==> config.mk <==
export PLATFORM = sky130hd
export DESIGN_NAME = uart_tx_arbiter
export DESIGN_NICKNAME = d
export VERILOG_FILES = /design/src/rtl/uart_tx_arbiter.sv
export SDC_FILE = /design/constraint.sdc
export NUM_CORES = 1
export LEC_CHECK = 0
export CORE_UTILIZATION = 40
export CTS_CLUSTER_DIAMETER = 40
export CTS_CLUSTER_SIZE = 28
export DETAILED_ROUTE_END_ITERATION = 12
export GPL_TIMING_DRIVEN = 0
export PLACE_DENSITY_LB_ADDON = 0.1
export SLEW_MARGIN = 20
export SYNTH_ARGS = -nofsm -noshare
export SYNTH_HDL_FRONTEND = slang
export SYNTH_SLANG_ARGS = --single-unit
==> constraint.sdc <==
create_clock -name clk -period 3.6 [get_ports clk]
set_clock_uncertainty 0.05 [all_clocks]
set_input_delay 0.36 -clock clk [delete_from_list [all_inputs] [get_ports clk]]
set_output_delay 0.36 -clock clk [all_outputs]
set_load 0.05 [all_outputs]
==> src/rtl/uart_tx_arbiter.sv <==
// Round-robin arbiter feeding one uart_tx: per-requester valid/ready in, tx_in/tx_en out.
// Optional packet locking (req_last) is compiled in when UART_ARB_LOCK_EN is defined.
//
// state | meaning
// IDLE  | free; combinational grant to first valid requester from rr_ptr
// START | utx_en held until the transmitter raises busy, or start timeout
// WAIT  | frame on the line; hold utx_data until busy falls
module uart_tx_arbiter #(
  parameter int NUM_REQ       = 4,
  parameter int START_TIMEOUT = 65535
) (
  input  logic                       clk,
  input  logic                       reset,
  input  logic [NUM_REQ-1:0]         req_valid,
  input  logic [8*NUM_REQ-1:0]       req_data,
  input  logic [NUM_REQ-1:0]         req_last,
  output logic [NUM_REQ-1:0]         req_ready,
  output logic [7:0]                 utx_data,
  output logic                       utx_en,
  input  logic                       utx_busy,
  output logic [$clog2(NUM_REQ)-1:0] grant_id,
  output logic                       arb_idle,
  output logic                       timeout_err
);

  localparam int IW = $clog2(NUM_REQ);
  localparam logic [15:0] TMO_LAST = 16'(START_TIMEOUT - 1);

  typedef enum logic [1:0] {S_IDLE, S_START, S_WAIT} state_t;

  state_t          state, state_nxt;
  logic [IW-1:0]   rr_ptr, rr_nxt, winner;
  logic [7:0]      win_data;
  logic [15:0]     tmo_cnt;
  logic [NUM_REQ-1:0] eligible;
  logic            found, accept, tmo_hit;

`ifdef UART_ARB_LOCK_EN
  logic          lock;
  logic [IW-1:0] lock_id;

  // A locked packet owner is the only candidate until its last byte is taken.
  always_comb begin
    eligible = req_valid;
    if (lock) begin
      for (int i = 0; i < NUM_REQ; i++) begin
        if (IW'(i) != lock_id) eligible[i] = 1'b0;
      end
    end
  end

  always_ff @(posedge clk or posedge reset) begin
    if (reset) begin
      lock    <= 1'b0;
      lock_id <= '0;
    end else if (accept) begin
      lock    <= ~req_last[winner];
      lock_id <= winner;
    end else if (tmo_hit) begin
      lock    <= 1'b0;
    end
  end
`else
  logic unused_last;
  assign unused_last = ^req_last;
  always_comb eligible = req_valid;
`endif

  // Search upward from rr_ptr with explicit wrap (NUM_REQ need not be a power of 2).
  always_comb begin
    found    = 1'b0;
    winner   = '0;
    win_data = '0;
    for (int k = 0; k < NUM_REQ; k++) begin
      int unsigned idx;
      idx = int'(rr_ptr) + k;
      if (idx >= NUM_REQ) idx = idx - NUM_REQ;
      if (!found && eligible[idx]) begin
        found    = 1'b1;
        winner   = idx[IW-1:0];
        win_data = req_data[8*idx +: 8];
      end
    end
  end

  assign rr_nxt   = (winner == IW'(NUM_REQ - 1)) ? '0 : winner + 1'b1;
  assign accept   = (state == S_IDLE) && !utx_busy && found;
  assign arb_idle = (state == S_IDLE);

  always_comb begin
    req_ready = '0;
    for (int i = 0; i < NUM_REQ; i++) begin
      req_ready[i] = accept && (winner == IW'(i));
    end
  end

  always_comb begin
    state_nxt = state;
    tmo_hit   = 1'b0;
    case (state)
      S_IDLE:  if (accept) state_nxt = S_START;
      S_START: begin
        if (utx_busy) begin
          state_nxt = S_WAIT;
        end else if (tmo_cnt == TMO_LAST) begin
          state_nxt = S_IDLE;
          tmo_hit   = 1'b1;
        end
      end
      S_WAIT:  if (!utx_busy) state_nxt = S_IDLE;
      default: state_nxt = S_IDLE;
    endcase
  end

  always_ff @(posedge clk or posedge reset) begin
    if (reset) begin
      state       <= S_IDLE;
      utx_en      <= 1'b0;
      utx_data    <= '0;
      grant_id    <= '0;
      rr_ptr      <= '0;
      tmo_cnt     <= '0;
      timeout_err <= 1'b0;
    end else begin
      state       <= state_nxt;
      timeout_err <= tmo_hit;
      if (accept) begin
        utx_data <= win_data;
        grant_id <= winner;
        rr_ptr   <= rr_nxt;
        utx_en   <= 1'b1;
        tmo_cnt  <= '0;
      end else if (state == S_START) begin
        if (utx_busy || tmo_hit) utx_en <= 1'b0;
        if (tmo_cnt != 16'hFFFF) tmo_cnt <= tmo_cnt + 16'd1;
      end
    end
  end

endmodule
==> results.md <==
- CP Class: reg2out
- Largest net degree at the start of global routing: 33
- Sw Pwr: 1.571 mW
- Synth-to-layout area growth: 26.12%
- Finished layout cell area: 3921 um^2
- Post-synthesis cell area: 3109 um^2
- Total GRT Usage: between 20 and 25%
- Reg area: 800.8 um^2
- Status: finished, final reports clean
- Seq pwr share: 16.0%
- Logic pwr share: between 70% and 80%
- Pre-antenna DRT Iters: 4
- Met3 Wirelength: 307 um
- DR vias: 2698
- Mapped Avg Cell Area: between 10 and 15 um^2
- Startpoint Class: register
- CP required: 3190 ps
- Synthesis-stage register bit count: 32
- M1 wire length: 3399 um
- Ys async rst share: 100.0%
- # DRC: 0
- Clk Tree Root Cell: clkbuf_8
- Hold Violations, Final: 0
- Achievable Freq: around 0.29 GHz
- Gpl congestion: 0.8537
- 1st-iter DRT viols: 119
- Layout fillers: 672
- CTS sink cnt: 32
- Chip height: 90.17 um
- Post-layout util: 53.21%
- Non-filler cells, final: 450
- Final Cycle Share: 96.36%
- Ys flop type: dfrtp_1
- First-pass GRT wire length: 13390 um
- Antenna cell count: 0
- Switching Share: between 40% and 50%
- Rows: 31
- Clock Pin Slew Worst Setup and Hold Paths: 70 ps
- Die area: 8130 um^2
- Max-Slew Margin vs Limit: 29.22%
- Tmin final: 3469 ps
- DRT antenna net count: 0
- HPWL after detailed placement: 5800 um
- Slew @ Worst Pin: between 1000 and 1500 ps
- Hold Buf Count CTS: 0
- Clock Path Buffers: 2
- Per-cell routed wire length: 17.86 um
- Remaining Overflow, GRT: 0
- Core area: about 7400 um^2
- WP data arrival: 3060 ps
- Initial antenna violation count: 0
- HP Class: reg2reg
- Critical Path End Type: primary output
- CTS Buf Count: 5
- Internal: 1.767 mW
- RSZ-0062 raised after global routing: false
- CTS tree: done
- Count of final setup violators: 0
- Dpl cells: 441
- Register area share after synthesis: 25.75%
- Vias in the first global route: approximately 2700
- Clock power frac: 8.8%
- Syn Nets: approximately 340
- Leak Pwr: 1.553 nW
- Routed wl met2: about 4200 um
- H-tree depth: 2
- Critical Path Fanout Max: 9
- Number of max-cap violations: 0
- Number of synthesized flops with an enable pin: 0
- Multi-input gate area: 2153 um^2
- Pwr Total: 3.339 mW
- Dpl cell area: ~3800 um^2
- Die width: 90.17 um
- # port buffers: 53
- Starting density of the core: roughly 42%
- Synth Instances: 289
- Layout cells sized above 1: roughly 22%
- Pwr dens: 851.5 nW/um^2
- Clk_lat worst skew: approximately 280 ps
- Post-layout nets: 402
- Max Transition Viols Final: 0
- Peak supply drop: ~0.0005 V
- Vias per cell: 5.996
- Final WL: 8036 um
- I/O pin cnt: 60
- Cell variety after synth: 58
- Top routing layer in use: met4
- YS warnings: 0
routing by layer:
layer / GRT usage (%) / vias up
met4: 6.989 / 0
met2: 36.96 / 86
met3: 2.792 / 14
met1: 25.43 / 1342
li1: - / 1256
met5: 0 / -
worst paths after layout:
check                                            from                 endpoint  slack, ps  depth (start not counted)
worst max-delay path            rr_ptr[0]$_DFFE_PP0N_             req_ready[1]        130                         14
worst min-delay path               utx_en$_DFFE_PP0P_       utx_en$_DFFE_PP0P_        430                          1
worst max register to register  rr_ptr[0]$_DFFE_PP0N_    rr_ptr[0]$_DFFE_PP0N_        550                         15
worst min register to register     utx_en$_DFFE_PP0P_       utx_en$_DFFE_PP0P_        430                          1
max in group asynchronous                       reset    rr_ptr[0]$_DFFE_PP0N_       2600                          2
min in group asynchronous                       reset  utx_data[3]$_DFFE_PP0N_        450                          2
cell usage after synthesis (all sizes together), types with 4 or more instances:
master	count	area share (%)
a22oi	8	1.9
and4	5	1.4
nand2	19	2.3
dfrtp	32	26
xnor2	14	3.9
a221o	7	2.3
buf	16	3.8
nand4	4	0.80
mux2i	6	2.1
nor2	21	2.5
nor3	4	0.80
a211oi	4	0.97
and2	5	1.1
ha	9	3.6
o21ai	9	1.4
nor2b	4	0.80
a311oi	4	1.1
o211a	7	2.3
inv	12	1.4
clkbuf	8	1.0
o211ai	11	2.7
mux2	21	7.8
mux4	26	19
cell families (layout without fill, tap and decap cells):
group                      count (synthesis)  count (layout)  share of synthesized area (%)
xor gates and xnor gates                  14              14                          3.944
and+or+nand+nor                           78              78                          13.72
adders and majority gates                  9               9                          3.622
buffers and inverters                     36              98                          6.237
AOI/OAI and AO/OA                         67              67                          17.99
DFF                                       32              32                          25.75
muxes                                     53              53                          28.73
flip-flops by register name, summed over array words and instances, names as in the netlist:
signal,cells
rr_ptr,2
timeout_err,1
state,2
tmo_cnt,16
grant_id,2
utx_en,1
utx_data,8
critical path, cell delays in order (launching register included):
cell and delay (ps):
dfrtp_1 370, buf_6 160, inv_4 90, ha_4 280, buf_6 100, mux4_2 490
buf_6 130, nand2b_4 120, buf_6 130, and2_4 150, o21a_1 210, inv_2 90
ha_1 130, and2_1 110, buf_4 190
final cells by class:
class                      instances  share of cell area (%)
clock buffer                       8                   2.297
tap                               99                   3.159
buffer                            22                   3.861
timing repair buffer              56                   14.14
multi-input combinational        221                   54.91
inverter                          12                   1.213
sequential                        32                   20.42
placed cells by master (no fill, tap or decap), types with 7 or more instances in the layout:
cell             Yosys  layout
a221o_1              7       7
a22oi_1              8       8
buf_2                7       8
buf_6                5       8
clkbuf_1             7       7
clkdlybuf4s50_1      0      49
dfrtp_1             32      32
ha_1                 9       7
inv_1               11       7
mux2_1              17      17
mux4_2              26      26
nand2_1             19      19
nor2_1              21      20
o211a_1              7       7
o211ai_1            11      11
xnor2_1             14      14
power groups by stage:
stage	Clock [mW]	Sequential [mW]	Combinational (mW)
floorplan	0	0.731	1.63
global placement	0	0.538	2.40
detailed placement	0	0.538	2.41
CTS	0.301	0.534	2.53
global route	0.320	0.552	2.71
finish	0.295	0.535	2.51
through the flow:
step | TNS, ps | hold WS [ps] | setup WS, ps
floorplan | 0 | 380.3 | 66.99
global placement | -4390 | 415.4 | -1035
detailed placement | -4548 | 420.2 | -1071
CTS | 0 | 433.6 | 4.559
global route | 0 | 446.5 | 23.32
finish | 0 | 431.4 | 131.0
timing repair:
action / CTS / global route
gates resized for setup: 36 / 4
setup endpoints to repair: 7 / 4
pin swaps: 2 / 1
buffers inserted: 3 / 0
Power figures use the tool's default switching activity.
